File: config.mk
export PLATFORM = sky130hd
export DESIGN_NAME = filter_window_sequencer
export DESIGN_NICKNAME = d
export VERILOG_FILES = /design/src/rtl/filter_pkg.sv /design/src/rtl/filter_tick_counter.sv /design/src/rtl/filter_window_sequencer.sv
export SDC_FILE = /design/constraint.sdc
export NUM_CORES = 1
export LEC_CHECK = 0
export CELL_PAD_IN_SITES_DETAIL_PLACEMENT = 0
export CELL_PAD_IN_SITES_GLOBAL_PLACEMENT = 1
export CORE_MARGIN = 2
export CORE_UTILIZATION = 44
export CTS_CLUSTER_DIAMETER = 30
export CTS_CLUSTER_SIZE = 24
export DETAILED_ROUTE_END_ITERATION = 8
export HOLD_SLACK_MARGIN = 0.15
export PLACE_DENSITY_LB_ADDON = 0.25
export SLEW_MARGIN = 10
export SYNTH_ARGS = -nofsm -noshare
export SYNTH_HDL_FRONTEND = slang
export SYNTH_SLANG_ARGS = --single-unit
File: constraint.sdc
create_clock -name aclk -period 4 [get_ports aclk]
set_clock_uncertainty 0.15 [all_clocks]
set_input_delay 0.6 -clock aclk [delete_from_list [all_inputs] [get_ports aclk]]
set_output_delay 0.6 -clock aclk [all_outputs]
set_load 0.05 [all_outputs]
File: src/rtl/filter_pkg.sv
// rtl/filter_pkg.sv - shared types for the filter window sequencer
// Purpose: sequencer state encoding, window-bound config record and its
//          legality check, shared by the sequencer top and its tick counter.
package filter_pkg;

  // Config storage width covers the widest tick (GAMMA_CYCLE_WIDTH up to 256).
  localparam int CFG_W = 8;

  typedef enum logic [1:0] {
    ST_IDLE  = 2'd0,
    ST_RUN   = 2'd1,
    ST_FLUSH = 2'd2
  } state_t;

  typedef struct packed {
    logic [CFG_W-1:0] lo;
    logic [CFG_W-1:0] hi;
  } cfg_t;

  // A window whose lower edge falls after its upper edge is meaningless.
  function automatic logic cfg_legal(input cfg_t c);
    return c.lo <= c.hi;
  endfunction

endpackage

File: src/rtl/filter_tick_counter.sv
// rtl/filter_tick_counter.sv - window tick counter with terminal count
// Purpose: counts ticks within one gamma window.
// Ports:
//   clk   - clock
//   rst   - synchronous active-high reset, clears count
//   inc   - advance by one; when low the count returns to 0
//   count - current tick
//   tc    - high when count is the last tick of the window
module filter_tick_counter #(
  parameter  int WIDTH = 16,
  localparam int CW    = $clog2(WIDTH)
) (
  input  logic          clk,
  input  logic          rst,
  input  logic          inc,
  output logic [CW-1:0] count,
  output logic          tc
);

  always_ff @(posedge clk) begin
    if (rst) begin
      count <= '0;
    end else if (inc) begin
      count <= count + CW'(1);
    end else begin
      count <= '0;
    end
  end

  assign tc = (count == CW'(WIDTH - 1));

endmodule

File: src/rtl/filter_window_sequencer.sv
// rtl/filter_window_sequencer.sv - gamma-cycle window sequencer for a race-logic filter
// Purpose: runs back-to-back gamma windows of GAMMA_CYCLE_WIDTH ticks plus one
//          flush cycle, raising the lower/upper reference edges at configured
//          ticks, and applies new bounds only between windows.
// Ports:
//   aclk, grst          - clock, synchronous active-high reset
//   en                  - keep running windows
//   cfg_valid/cfg_ready - bound-config handshake, cfg_lo/cfg_hi are the edge ticks
//   sel_greater/lesser  - lower/upper bound reference edges
//   filt_grst           - gamma reset to the filter, high outside RUN
//   tick, cycle_start   - current tick, pulse at tick 0 of each window
//   gamma_count         - completed windows (wraps)
//   cfg_err             - sticky, set when an illegal config is discarded
module filter_window_sequencer
  import filter_pkg::*;
#(
  parameter  int GAMMA_CYCLE_WIDTH = 16,
  localparam int CW                = $clog2(GAMMA_CYCLE_WIDTH)
) (
  input  logic          aclk,
  input  logic          grst,
  input  logic          en,
  input  logic          cfg_valid,
  input  logic [CW-1:0] cfg_lo,
  input  logic [CW-1:0] cfg_hi,
  output logic          cfg_ready,
  output logic          sel_greater,
  output logic          sel_lesser,
  output logic          filt_grst,
  output logic [CW-1:0] tick,
  output logic          cycle_start,
  output logic [15:0]   gamma_count,
  output logic          cfg_err
);

  state_t        state;
  state_t        state_next;
  cfg_t          active;
  cfg_t          active_next;
  cfg_t          pending;
  logic          pend_full;
  logic          apply;
  logic          tc;
  logic          tick_inc;
  logic [CW-1:0] tick_next;

  filter_tick_counter #(.WIDTH(GAMMA_CYCLE_WIDTH)) u_tick (
    .clk   (aclk),
    .rst   (grst),
    .inc   (tick_inc),
    .count (tick),
    .tc    (tc)
  );

  always_comb begin
    state_next = state;
    case (state)
      ST_IDLE:  if (en) state_next = ST_RUN;
      ST_RUN:   if (tc) state_next = ST_FLUSH;
      ST_FLUSH: state_next = en ? ST_RUN : ST_IDLE;
      default:  state_next = ST_IDLE;
    endcase
  end

  assign tick_inc  = (state == ST_RUN) && !tc;
  assign tick_next = tick_inc ? tick + CW'(1) : '0;

  // Bounds change only between windows; the selects for the first tick of a
  // new window must already see the bounds being applied on the same edge.
  assign apply       = pend_full && (state != ST_RUN);
  assign active_next = (apply && cfg_legal(pending)) ? pending : active;
  assign cfg_ready   = !pend_full;

  always_ff @(posedge aclk) begin
    if (grst) begin
      state       <= ST_IDLE;
      pend_full   <= 1'b0;
      pending     <= '0;
      active.lo   <= '0;
      active.hi   <= CFG_W'(GAMMA_CYCLE_WIDTH - 1);
      cfg_err     <= 1'b0;
      gamma_count <= '0;
      filt_grst   <= 1'b1;
      sel_greater <= 1'b0;
      sel_lesser  <= 1'b0;
      cycle_start <= 1'b0;
    end else begin
      state  <= state_next;
      active <= active_next;
      if (apply) begin
        pend_full <= 1'b0;
        if (!cfg_legal(pending)) cfg_err <= 1'b1;
      end else if (cfg_valid && !pend_full) begin
        pend_full  <= 1'b1;
        pending.lo <= CFG_W'(cfg_lo);
        pending.hi <= CFG_W'(cfg_hi);
      end
      if (state == ST_FLUSH) gamma_count <= gamma_count + 16'd1;
      // Outputs are registered from next-cycle values so they line up with tick.
      filt_grst   <= (state_next != ST_RUN);
      sel_greater <= (state_next == ST_RUN) && (CFG_W'(tick_next) >= active_next.lo);
      sel_lesser  <= (state_next == ST_RUN) && (CFG_W'(tick_next) >= active_next.hi);
      cycle_start <= (state_next == ST_RUN) && (tick_next == '0);
    end
  end

endmodule
==> flow_summary.json <==
{
  "timing.slew.headroom_pct": 32.31,
  "start_util_pct": 46.01,
  "grt_pass1_vias": 1574,
  "synth.area.top_cells": "dfxtp_1 (44%), mux2i_1 (8.0%), ha_1 (7.4%)",
  "diodes": 0,
  "synth-warning-count": 0,
  "rows": 26,
  "vias": 1752,
  "ctsHoldBuffers": 0,
  "cp.arrival_ps": 3000,
  "numPortBuffers": 37,
  "ctsResizeCount": 0,
  "p_sw_share_pct": 26.70,
  "synth_seq_cells": 52,
  "min_path_type": "reg2reg",
  "final_util_pct": 55.76,
  "endpoint_kind": "flop",
  "grt_use_total_pct": 15.95,
  "peakVddDrop_uv": 145.9,
  "viasPerCell": 4.894,
  "grt_max_degree": 61,
  "clockPowerShare_pct": 30.1,
  "crit_start": "pending[3]",
  "clock_sinks": 52,
  "yosysTopAreaCell": "dfxtp_1",
  "max_freq_mhz": 337.7,
  "path_class": "reg2reg",
  "antenna_found_initial": 0,
  "p_comb_share_pct": 15.9,
  "syn_nets": 277,
  "reg2reg_depth": 11,
  "clock_path_buffers": 2,
  "synth_area_sq_mm": 0.002380,
  "yosysSeqAreaShare_pct": 43.74,
  "coreArea_sq_mm": 0.005172,
  "worst-path-max-fanout": 22,
  "drive_above_1_share_pct": 7.292,
  "root_buffer": "clkbuf_8",
  "htreeDepth": 2,
  "whs_path_depth": 1,
  "p_leak_nw": 1.114,
  "min_period_ps": 2961,
  "syn_avg_cell_area_sq_um": 9.481,
  "min-delay-start": "active[12]",
  "drtIter0Drc": 40,
  "p_sw_w": 0.0002714,
  "cts_setup_buffers": 0,
  "die_area_sq_mm": 0.006013,
  "status": "complete, no violations",
  "clkTransAtPathRegs_ps": 90,
  "critPathLaunchType": "flop",
  "grt_overflow": 0,
  "wl_per_cell_um": 12.32,
  "finalHoldViolCount": 0,
  "p_int_w": 0.0007448,
  "timing.rr.end": "sel_greater",
  "gp_congestion": 0.7757,
  "p_seq_share_pct": 54.0,
  "syn_inst": 251,
  "wirelength_um": 4412,
  "finalSetupTns_ps": 0,
  "hpwl_um": 3159,
  "drc_errors": 0,
  "final-max-slew-violation-count": 0,
  "ant_nets": 0,
  "setup_viol": 0,
  "insertion_delay_ps": 300,
  "r2r-start": "pending[3]",
  "io_pins": 38,
  "ys_types": 33,
  "nNetsFinal": 313,
  "fin_total_pwr_w": 0.001016,
  "cap_viol_max_count": 0,
  "area_growth_pct": 21.19,
  "firstDrtPassIters": 4,
  "crit_required_ps": 4040,
  "rsz0062_at_grt": "no",
  "die_w_um": 77.55,
  "synth.top_cell.area_share_pct": 43.74,
  "worst_pin_slew_ps": 1015,
  "cts_tree": "built",
  "p_per_area_mw_per_mm2": 352.4,
  "min_to": "active[12]",
  "r2r_slack_ps": 1040,
  "fp.dieH_um": 77.55,
  "grt_pass1_wl_um": 7679,
  "cts_buffers": 5,
  "n_fill_cell": 477,
  "fin_crit_sh_pct": 74.03
}
-- sequential cells by signal (all words and copies together), names as in the netlist, 2 cells and up --
name,flops
active,16
pending,8
u_tick.count,4
gamma_count,16
state,2
-- power by group through the flow --
stage | Sequential (W) | Combinational [W] | Clock [W]
6_report | 0.000549 | 0.000161 | 0.000306
5_1_grt | 0.000553 | 0.000180 | 0.000337
4_1_cts | 0.000550 | 0.000163 | 0.000319
3_5_place_dp | 0.000562 | 0.000162 | 0
3_3_place_gp | 0.000562 | 0.000159 | 0
2_1_floorplan | 0.000574 | 0.000108 | 0
-- cell type report --
type                            instances  area (sq um)  area share (%)
Timing Repair Buffer                   38         372.9           12.93
Tap cell                               70         87.58           3.037
Multi-Input combinational cell        179          1249           43.30
Inverter                               11         41.29           1.432
Clock buffer                            6         82.58           2.863
Clock inverter                          2         10.01          0.3471
Sequential cell                        52          1041           36.10
-- Yosys cell counts, drive strengths merged --
cell type  instances
a211oi             1
a21o               2
a21oi             11
and3               1
buf                2
clkbuf             7
dfxtp             52
ha                14
inv               11
mux2               6
mux2i             19
nand2              6
nand2b            12
nand3              9
nand3b             1
nand4              4
nand4b             1
nor2              42
nor2b              8
nor3               6
nor3b              8
nor4               5
o2111ai            1
o211a              3
o21ai              3
o32ai              1
or2                1
or3                2
xnor2              7
xor2               5
-- cell usage in the layout (no fill, tap or decap) --
cell,instances
clkinv_2,2
or3_4,1
mux2_2,6
nor4_2,1
nor3_1,6
a211oi_1,1
nand3b_1,1
or2_2,1
o2111ai_1,1
o32ai_4,1
mux2i_1,19
and3_1,1
clkdlybuf4s50_1,36
dfxtp_1,52
o21ai_0,3
clkbuf_8,6
nand2_1,6
nor2b_1,7
xnor2_1,7
inv_1,11
buf_4,1
a21o_1,2
o211a_1,3
nor4_1,4
nand3_1,9
xor2_1,5
buf_2,1
nor2_1,42
a21oi_1,11
nand2b_1,12
ha_1,14
nand4_1,4
nor3b_1,8
nor2b_2,1
or3_1,1
nand4b_1,1
-- metal layers --
metal | global-route usage (%) | share of wire [%] | vias to the layer above
met1 | 23.78 | 55 | 783
met3 | 3.837 | 3.0 | 6
met2 | 22.35 | 41 | 31
met5 | 0 | 0 | -
li1 | - | - | 932
met4 | 5.357 | 1.2 | 0
-- metrics by stage --
step | instance area (sq um) | std cells | hold slack (ps) | worst slack [ps]
floorplan | 2380 | 251 | 296.3 | 1248
global placement | 2791 | 350 | 303.5 | 1104
detailed placement | 2791 | 350 | 315.3 | 1074
CTS | 2884 | 358 | 330.4 | 1042
global route | 2884 | 358 | 345.0 | 816.4
finish | 2884 | 358 | 327.8 | 1039
-- worst max-delay path by stage --
stage / end / slack (ps) / cells after the start
final: sel_greater / 1040 / 11
after global routing: sel_lesser / 820 / 11
after CTS: sel_greater / 1040 / 11
after detailed placement: sel_greater / 1070 / 11
after global placement: sel_lesser / 1100 / 11
after floorplan: sel_lesser / 1250 / 11
-- cell families (layout without fill, tap and decap cells) --
kind of cell	Yosys count	after routing	synth area share, %
simple gates	106	106	23.19
flops	52	52	43.74
mux	25	25	10.83
compound gates	22	22	6.677
buf+inv	20	57	3.786
fa+ha+maj	14	14	7.361
xor+xnor	12	12	4.416
-- worst max-delay path: stages (launching register included) --
cell and delay [ps]:
dfxtp_1 360, inv_1 60, ha_1 320, a21o_1 180
or3_4 340, o32ai_4 190, buf_4 370, mux2i_1 240
ha_1 260, a21oi_1 130, o21ai_0 110, o211a_1 140
Note: power is estimated with default switching activity, not from simulation.
